File: config.mk
export PLATFORM = sky130hd
export DESIGN_NAME = collision_detector_flat
export DESIGN_NICKNAME = d
export VERILOG_FILES = /design/src/rtl/collision_detector_if.sv /design/src/rtl/collision_detector.sv /design/src/flat_wrapper.sv
export SDC_FILE = /design/constraint.sdc
export NUM_CORES = 1
export LEC_CHECK = 0
export ABC_AREA = 0
export BUFFER_PORTS_ARGS = -buffer_cell sky130_fd_sc_hd__buf_4
export CORE_ASPECT_RATIO = 1.5
export CORE_MARGIN = 2
export CORE_UTILIZATION = 25
export DETAILED_ROUTE_END_ITERATION = 8
export SLEW_MARGIN = 20
export SYNTH_ARGS = -nofsm -noshare
export SYNTH_HDL_FRONTEND = slang
export SYNTH_SLANG_ARGS = --single-unit
File: constraint.sdc
create_clock -name clk -period 7.1 [get_ports clk]
set_input_delay 1.065 -clock clk [delete_from_list [all_inputs] [get_ports clk]]
set_output_delay 1.065 -clock clk [all_outputs]
set_load 0.03 [all_outputs]
File: src/rtl/collision_detector_if.sv
// ---------------------------------------------------------------------------
// Module   : collision_detector_if
// Purpose  : Player/obstacle position bundle and hit outputs of collision_detector.
// Revision : 1.0  initial release
// ---------------------------------------------------------------------------
`default_nettype none

interface collision_detector_if #(
  parameter int HWIDTH      = 12,
  parameter int VWIDTH      = 12,
  parameter int OBST_LANE   = 1,
  parameter int COUNT_WIDTH = 32
);
  logic signed [HWIDTH-1:0] player_hoffset;
  logic signed [VWIDTH-1:0] player_voffset;
  logic        [1:0]        player_lane;
  logic signed [HWIDTH-1:0] obst_hoffset;
  logic signed [VWIDTH-1:0] obst_voffset;
  logic        [1:0]        obst_lane [OBST_LANE];
  logic [COUNT_WIDTH-1:0]   count;
  logic                     despawn;

  modport master (
    output player_hoffset, player_voffset, player_lane,
    output obst_hoffset, obst_voffset, obst_lane,
    input  count, despawn
  );

  modport slave (
    input  player_hoffset, player_voffset, player_lane,
    input  obst_hoffset, obst_voffset, obst_lane,
    output count, despawn
  );
endinterface

`default_nettype wire

File: src/rtl/collision_detector.sv
// ---------------------------------------------------------------------------
// Module   : collision_detector
// Purpose  : Per-frame player/sprite hit detector with saturating hit count
//            and one-frame despawn pulse. Optional macro COLLISION_HCHECK_EN
//            adds a horizontal distance check.
// Revision : 1.0  initial release
// ---------------------------------------------------------------------------
`default_nettype none

module collision_detector #(
  parameter int HWIDTH       = 12,
  parameter int VWIDTH       = 12,
  parameter int POS_MISMATCH = 40,
  parameter int OBST_LANE    = 1,
  parameter int COUNT_WIDTH  = 32
) (
  input  logic                clk,
  input  logic                rst_n,
  collision_detector_if.slave bus
);

  localparam int VW_EXT = VWIDTH + 1;
  localparam logic [VWIDTH:0] V_TOL = VW_EXT'(POS_MISMATCH);
  localparam logic [COUNT_WIDTH-1:0] COUNT_ONE = COUNT_WIDTH'(1);
  localparam logic [COUNT_WIDTH-1:0] COUNT_MAX = {COUNT_WIDTH{1'b1}};

  logic [OBST_LANE-1:0]    lane_hit;
  logic                    lane_match;
  logic signed [VWIDTH:0]  pv_ext;
  logic signed [VWIDTH:0]  ov_ext;
  logic signed [VWIDTH:0]  dv_diff;
  logic        [VWIDTH:0]  dv_abs;
  logic                    near_v;
  logic                    near_h;
  logic                    near;
  logic                    hit;
  logic                    hit_event;

  logic                    hit_prev_d, hit_prev_q;
  logic [COUNT_WIDTH-1:0]  count_d, count_q;
  logic                    despawn_d, despawn_q;

  // Lane 3 is the "no lane" code and must never match, even against itself.
  for (genvar gi = 0; gi < OBST_LANE; gi++) begin : g_lane
    assign lane_hit[gi] = (bus.player_lane != 2'd3) &&
                          (bus.obst_lane[gi] == bus.player_lane);
  end

  assign lane_match = |lane_hit;

  // One extra bit keeps the difference exact at the extremes of the range.
  assign pv_ext  = {bus.player_voffset[VWIDTH-1], bus.player_voffset};
  assign ov_ext  = {bus.obst_voffset[VWIDTH-1], bus.obst_voffset};
  assign dv_diff = ov_ext - pv_ext;
  assign dv_abs  = dv_diff[VWIDTH] ? $unsigned(-dv_diff) : $unsigned(dv_diff);
  assign near_v  = (dv_abs <= V_TOL);

`ifdef COLLISION_HCHECK_EN
  localparam int HW_EXT = HWIDTH + 1;
  localparam logic [HWIDTH:0] H_TOL = HW_EXT'(POS_MISMATCH);

  logic signed [HWIDTH:0] ph_ext;
  logic signed [HWIDTH:0] oh_ext;
  logic signed [HWIDTH:0] dh_diff;
  logic        [HWIDTH:0] dh_abs;

  assign ph_ext  = {bus.player_hoffset[HWIDTH-1], bus.player_hoffset};
  assign oh_ext  = {bus.obst_hoffset[HWIDTH-1], bus.obst_hoffset};
  assign dh_diff = oh_ext - ph_ext;
  assign dh_abs  = dh_diff[HWIDTH] ? $unsigned(-dh_diff) : $unsigned(dh_diff);
  assign near_h  = (dh_abs <= H_TOL);
`else
  logic [2*HWIDTH-1:0] unused_hoffsets;

  assign unused_hoffsets = {bus.player_hoffset, bus.obst_hoffset};
  assign near_h          = 1'b1;
`endif

  assign near = near_v & near_h;
  assign hit  = lane_match & near;

  always_comb begin
    hit_prev_d = hit;
    hit_event  = hit & ~hit_prev_q;
    count_d    = count_q;
    despawn_d  = hit_event;
    // Saturate rather than wrap so a long run never reports a tiny score.
    if (hit_event && (count_q != COUNT_MAX)) begin
      count_d = count_q + COUNT_ONE;
    end
  end

  always_ff @(posedge clk) begin
    if (!rst_n) begin
      hit_prev_q <= 1'b0;
      count_q    <= '0;
      despawn_q  <= 1'b0;
    end else begin
      hit_prev_q <= hit_prev_d;
      count_q    <= count_d;
      despawn_q  <= despawn_d;
    end
  end

  assign bus.count   = count_q;
  assign bus.despawn = despawn_q;

endmodule

`default_nettype wire

File: src/flat_wrapper.sv
// flat-port wrapper written by rule: the top's interface ports become plain ports
module collision_detector_flat 
#(
  parameter int HWIDTH       = 12,
  parameter int VWIDTH       = 12,
  parameter int POS_MISMATCH = 40,
  parameter int OBST_LANE    = 1,
  parameter int COUNT_WIDTH  = 32
)
  (clk, rst_n, bus_player_hoffset, bus_player_voffset, bus_player_lane, bus_obst_hoffset, bus_obst_voffset, bus_obst_lane, bus_count, bus_despawn);
  collision_detector_if #(.HWIDTH(HWIDTH), .VWIDTH(VWIDTH), .OBST_LANE(OBST_LANE), .COUNT_WIDTH(COUNT_WIDTH)) bus_i ();
  input  logic clk;
  input  logic rst_n;
  input wire logic [$bits(bus_i.player_hoffset)-1:0] bus_player_hoffset;
  input wire logic [$bits(bus_i.player_voffset)-1:0] bus_player_voffset;
  input wire logic [$bits(bus_i.player_lane)-1:0] bus_player_lane;
  input wire logic [$bits(bus_i.obst_hoffset)-1:0] bus_obst_hoffset;
  input wire logic [$bits(bus_i.obst_voffset)-1:0] bus_obst_voffset;
  input wire logic [$bits(bus_i.obst_lane)-1:0] bus_obst_lane;
  output wire logic [$bits(bus_i.count)-1:0] bus_count;
  output wire logic [$bits(bus_i.despawn)-1:0] bus_despawn;
  assign bus_i.player_hoffset = bus_player_hoffset;
  assign bus_i.player_voffset = bus_player_voffset;
  assign bus_i.player_lane = bus_player_lane;
  assign bus_i.obst_hoffset = bus_obst_hoffset;
  assign bus_i.obst_voffset = bus_obst_voffset;
  assign bus_i.obst_lane = {>>{bus_obst_lane}};
  assign bus_count = bus_i.count;
  assign bus_despawn = bus_i.despawn;
  collision_detector #(.HWIDTH(HWIDTH), .VWIDTH(VWIDTH), .POS_MISMATCH(POS_MISMATCH), .OBST_LANE(OBST_LANE), .COUNT_WIDTH(COUNT_WIDTH)) u_core (.clk(clk), .rst_n(rst_n), .bus(bus_i));
endmodule
==> impl_results.md, run 1 <==
* DIE AREA at 12,800 sq um
* Routed length per placed instance at 13.1 um
* Worst Max-Slew Pin Slew at 0.769 ns
* Most frequent cell after synthesis: nand2_1
* Pleak at 1.42 nW
* I/O Buffers at 62
* Worst Hold Class: reg -> reg
* Synth top area share at 23.0%
* Number of synthesized flops with an enable pin at 0
* Final wirelength at 7620 um
* Vias in the first global route at 2,788
* CP arrival at 4.68 ns
* Multi-input gate area at 2110 sq um
* Fin. Hold Viols at 0
* Setup crit end kind: flop
* Synth top area cells: dfxtp_1 (23%), mux2i_1 (7.8%), nand2_1 (6.3%)
* Clock latency at the later pin of the worst-skew pair at 0.28 ns
* Clock skew at 0.00257 ns
* Post-CTS setup repair buffer count at 0
* Reg2reg start: u_core.bus.count[2]
* Fin worst setup slack at 2.62 ns
* Util after Layout at 31.9%
* Fillers at 1,263
* CTS H-tree lvls at 2
* Cell Area, Placed at 3530 sq um
* Max Clk Rate at 0.223 GHz
* GP Congestion at 0.804
* Post-DP HPWL at 5810 um
* Core Box Area at 11,500 sq um
* Final net count at 498
* Maximum vdd ir drop at 0.000100 V
* Clock Sinks at 34
* Vias at 2,919
* Die H at 137 um
* Setup TNS at 0 ns
* Starting density of the core at 25.7%
* Ratio of cells with drive above 1 in the final layout at 21.6%
* Pin count of the biggest net entering global routing at 46
* Min Clock Period, post-route at 4.48 ns
* First-pass GRT wire length at 12,600 um
* P_int at 0.392 mW
* Kind of critical path: in -> reg
* Layout Area Growth over Synthesis at 24.1%
* Critical R2R Capture: u_core.bus.count[31]
* Clock transition at the registers of the reported paths at 0.05 ns
* Hold Path Stages at 1
* Outcome: finished clean
* Tot GR Track Use at 12.0%
* Horiz. Die Dim at 92.9 um
* Power per Cell Area at 155 nW/um^2
* Register area share after synthesis at 23.0%
* Initial antenna violation count at 0
* Clk pwr share at 38.4%
* Switching power at 0.177 mW
* DRC Markers at 0
* DR pass1 iterations at 4
* Combinational share of power at 28.0%
* Fin. max-slew vios at 0
* Post-synthesis cell area at 2960 sq um
* Worst Hold Path EP: u_core.bus.despawn
* CP max FO at 43
* Clock Tree Buf Depth at 2
* Worst R2R Setup Slack at 3.86 ns
* Max Cap Viol at 0
* Slew margin rel. at 48.7%
* CTS tree: done
* Syn nets at 446
* Via/cell ratio at 5.02
* Antenna violation net count after detailed routing at 0
* Overall Power at 0.569 mW
* IO Count at 87
* Rows at 48
* DP Worst Slack at 2.34 ns
* Register cell area after layout at 681 sq um
* Cell taking the most area after synthesis: dfxtp_1
* Crit start category: input port
* Main synth FF type: dfxtp_1
* Num CTS Buffers at 5
* # hold bufs at CTS at 0
* R2r worst-path depth at 9
* Switching Fraction at 31.1%
* Tcrit/Tclk final at 63.0%
* Setup Viol. Count Final at 0
* # resized after CTS at 0
* GRT overflow at 0
* DR iter-0 viols at 85
* Antenna Cells at 0
* Sequential Power Share at 33.6%
* Root Driver: clkbuf_16
* Mapped Cells at 378
* Yosys warns at 0
* Min-delay src: u_core.hit_prev_q
* Post-synthesis cell type count at 63
* Design area at 3680 sq um
* CP required at 7.31 ns
* Mean Syn Cell Area at 7.83 sq um
* Post-synth ARST share at 0%
* Synth cell count leaders: nand2_1 (50), dfxtp_1 (34), nand2b_1 (25)
* RSZ-0062 raised after global routing: false
* FF+latch count, synth at 34
-- stage by stage --
step	std cells	hold WS (ns)
finish	581	0.440
global route	581	0.455
CTS	581	0.452
detailed placement	573	0.445
global placement	573	0.437
floorplan	378	0.403
-- layer usage --
layer / wire length (um) / GRT usage, %
met3: 363 / 1.70
met4: 148 / 4.58
met2: 4090 / 23.1
met5: 0 / 0
met1: 3020 / 13.0
-- final cells by class --
cell class,instances,area share (%)
Multi-Input combinational cell,305,57.4
Sequential cell,34,18.5
Timing Repair Buffer,63,12.9
Tap cell,150,5.11
Clock buffer,7,3.88
Inverter,21,2.14
Clock inverter,1,0.136
-- power by group through the flow --
stage               clock (mW)  sequential (mW)  combinational (mW)
finish                   0.219            0.191               0.159
detailed placement           0            0.195               0.160
CTS                      0.223            0.191               0.160
global route             0.229            0.191               0.177
floorplan                    0            0.195               0.125
global placement             0            0.195               0.155
-- state kept, by name, summed over array words and instances, names as in the netlist --
name / cells
u_core.bus.count: 32
u_core.bus.despawn: 1
u_core.hit_prev_q: 1
-- cells by family (layout without fill, tap and decap cells) --
| family | after synthesis | count (layout) | synth area share, % |
|---|---|---|---|
| and+or+nand+nor | 184 | 184 | 35.2 |
| AOI/OAI and AO/OA | 77 | 77 | 19.8 |
| buffers and inverters | 39 | 92 | 5.83 |
| DFF | 34 | 34 | 23.0 |
| muxes | 23 | 23 | 7.77 |
| adders and majority gates | 14 | 14 | 6.17 |
| xor gates and xnor gates | 7 | 7 | 2.32 |
-- how the worst max path moves through the flow --
| stage | start | endpoint | slack (ns) | cells past startpoint |
|---|---|---|---|---|
| global route | bus_obst_voffset[0] | u_core.bus.count[22] | 2.23 | 13 |
| global placement | bus_obst_voffset[0] | u_core.bus.count[24] | 2.40 | 12 |
| CTS | bus_obst_voffset[0] | u_core.bus.count[24] | 2.61 | 12 |
| detailed placement | bus_obst_voffset[0] | u_core.bus.count[24] | 2.34 | 12 |
| finish | bus_obst_voffset[0] | u_core.bus.count[31] | 2.62 | 12 |
| floorplan | bus_obst_voffset[0] | u_core.bus.count[30] | 3.14 | 13 |
-- worst max-delay path, cell delays in order --
cell      delay (ns)
buf_4           0.08
inv_1           0.03
ha_1            0.20
fa_1            0.38
nand2b_1        0.23
a21boi_0        0.44
nand4b_1        0.29
nor4b_4         0.41
a211o_1         0.21
nand4_4         0.48
or4_1           0.68
a21oi_1         0.16
-- placed cells by master, fill, tap and decap left out, types with 4 or more instances in the layout --
| cell type | synthesis | final |
|---|---|---|
| dfxtp_1 | 34 | 34 |
| clkbuf_16 | 0 | 5 |
| or3_1 | 9 | 9 |
| nor2b_1 | 5 | 5 |
| o31ai_1 | 8 | 8 |
| o21ai_0 | 15 | 15 |
| mux2i_1 | 23 | 23 |
| nor3_1 | 11 | 11 |
| ha_1 | 13 | 13 |
| nor2_2 | 5 | 5 |
| inv_1 | 21 | 21 |
| nor2_1 | 11 | 11 |
| a21oi_1 | 21 | 21 |
| or4_1 | 5 | 5 |
| xor2_1 | 4 | 4 |
| nor4_1 | 15 | 15 |
| nand2b_1 | 25 | 25 |
| and4_1 | 5 | 5 |
| nand4_1 | 7 | 7 |
| nand3_1 | 12 | 12 |
| buf_4 | 0 | 63 |
| a21o_1 | 5 | 5 |
| and2_1 | 7 | 7 |
| and3_1 | 6 | 6 |
| nand2_1 | 50 | 50 |
(Power assumes the default switching activity.)
==> inputs of run 2 (changes only) <==
clock period = 4.4 ns   (was 7.1 ns; I/O delays follow)
==> impl_results.md, run 2 (synthesized netlist as in run 1, its figures left out) <==
* Horiz. Die Dim at 92.9 um
* Register cell area after layout at 681 sq um
* Worst Hold Path EP: u_core.bus.despawn
* Vias in the first global route at 2,778
* Fin worst setup slack at 0.585 ns
* Maximum vdd ir drop at 0.000152 V
* CTS H-tree lvls at 2
* Worst R2R Setup Slack at 1.18 ns
* DR pass1 iterations at 4
* GRT overflow at 0
* Min-delay src: u_core.hit_prev_q
* Initial antenna violation count at 0
* Worst Max-Slew Pin Slew at 0.747 ns
* Switching Fraction at 31.0%
* CTS tree: done
* Layout Area Growth over Synthesis at 24.6%
* DR iter-0 viols at 94
* Crit start category: input port
* GP Congestion at 0.798
* Max Clk Rate at 0.262 GHz
* Min Clock Period, post-route at 3.81 ns
* Antenna Cells at 0
* Final wirelength at 7510 um
* Via/cell ratio at 5.02
* IO Count at 87
* Max reg flops at 32
* Vias at 2,925
* Die H at 137 um
* Critical R2R Capture: u_core.bus.count[31]
* Most common cell after layout, fill and taps aside: buf_4
* Non-Filler Instances at 583
* Post-CTS setup repair buffer count at 0
* Met2 Usage GRT at 23.0%
* Cell Area, Placed at 3540 sq um
* Combinational share of power at 28.1%
* Final net count at 500
* Fillers at 1,230
* Most frequent cells in the layout: buf_4 (65), nand2_1 (50), dfxtp_1 (34), nand2b_1 (25), mux2i_1 (23)
* CP required at 4.60 ns
* Worst Hold Class: reg -> reg
* I/O Buffers at 62
* First-pass GRT wire length at 12,700 um
* CP arrival at 4.01 ns
* Ratio of cells with drive above 1 in the final layout at 21.9%
* # resized after CTS at 0
* Post-Place Cells at 575
* P_int at 0.633 mW
* Reg2reg start: u_core.bus.count[3]
* Clock skew at 0.00505 ns
* DIE AREA at 12,800 sq um
* DRC Markers at 0
* Tot GR Track Use at 11.9%
* Busiest layer in global routing: met2
* Pleak at 1.43 nW
* Clock Sinks at 34
* Antenna violation net count after detailed routing at 0
* # hold bufs at CTS at 0
* Core Box Area at 11,500 sq um
* Fin. Hold Viols at 0
* Overall Power at 0.918 mW
* Post-DP HPWL at 5740 um
* Setup crit end kind: flop
* Num CTS Buffers at 5
* R2r worst-path depth at 9
* Tcrit/Tclk final at 86.7%
* Setup TNS at 0 ns
* Clock transition at the registers of the reported paths at 0.05 ns
* Clock Tree Buf Depth at 2
* Outcome: finished clean
* Clk pwr share at 38.3%
* Design area at 3690 sq um
* RSZ-0062 raised after global routing: false
* GR Util met1 at 13.4%
* Hold WS at 0.447 ns
* Switching power at 0.284 mW
* Met3 GRT Util at 1.75%
* Clock latency at the later pin of the worst-skew pair at 0.28 ns
* Util after Layout at 32.0%
* Kind of critical path: in -> reg
* Pin count of the biggest net entering global routing at 46
* CP max FO at 32
* DP Worst Slack at 0.345 ns
* Multi-input gate area at 2110 sq um
* Max Cap Viol at 0
* Sequential Power Share at 33.6%
* Starting density of the core at 25.7%
* Fin. max-slew vios at 0
* Hold Path Stages at 1
* Setup Viol. Count Final at 0
* Routed length per placed instance at 12.9 um
* Root Driver: clkbuf_16
* Power per Cell Area at 249 nW/um^2
* Slew margin rel. at 50.2%
* Rows at 48
[run 2: cell types whose count changed in the layout (fill, tap and decap cells not counted)]
cell / before / now
buf_4: 63 / 65
[run 2: cell type report]
cell class | instances | share of cell area (%)
Sequential cell | 34 | 18.4
Timing Repair Buffer | 65 | 13.2
Clock buffer | 7 | 3.86
Tap cell | 150 | 5.08
Inverter | 21 | 2.14
Clock inverter | 1 | 0.136
Multi-Input combinational cell | 305 | 57.1
[run 2: how the worst max path moves through the flow]
stage,depth (start not counted),slack [ns],from,to
floorplan,13,0.84,bus_obst_voffset[0],u_core.bus.count[30]
global route,13,0.31,bus_obst_voffset[0],u_core.bus.count[5]
detailed placement,13,0.34,bus_obst_voffset[0],u_core.bus.count[30]
finish,14,0.59,bus_obst_voffset[0],u_core.bus.count[30]
global placement,13,0.37,bus_obst_voffset[0],u_core.bus.count[22]
CTS,13,0.61,bus_obst_voffset[0],u_core.bus.count[30]
[run 2: worst max-delay path, cell delays in order]
cell	delay (ns)
buf_4	0.08
inv_1	0.03
ha_1	0.20
fa_1	0.38
nand2b_1	0.23
a211oi_4	0.29
o21ai_2	0.15
nor4b_1	0.39
nor3_2	0.14
a2111oi_4	0.49
nor2_2	0.04
buf_4	0.25
or4_1	0.50
a21oi_1	0.18
[run 2: power groups by stage]
stage | Clock (mW) | Sequential, mW | Combinational, mW
3_3_place_gp | 0 | 0.315 | 0.252
4_1_cts | 0.359 | 0.308 | 0.260
2_1_floorplan | 0 | 0.315 | 0.202
5_1_grt | 0.371 | 0.308 | 0.286
3_5_place_dp | 0 | 0.315 | 0.259
6_report | 0.351 | 0.309 | 0.258
[run 2: routing by layer]
layer	wire, um	vias to the layer above
li1	-	1492
met1	3050	1352
met2	4050	73
met3	320	8
met4	95	0
met5	0	-
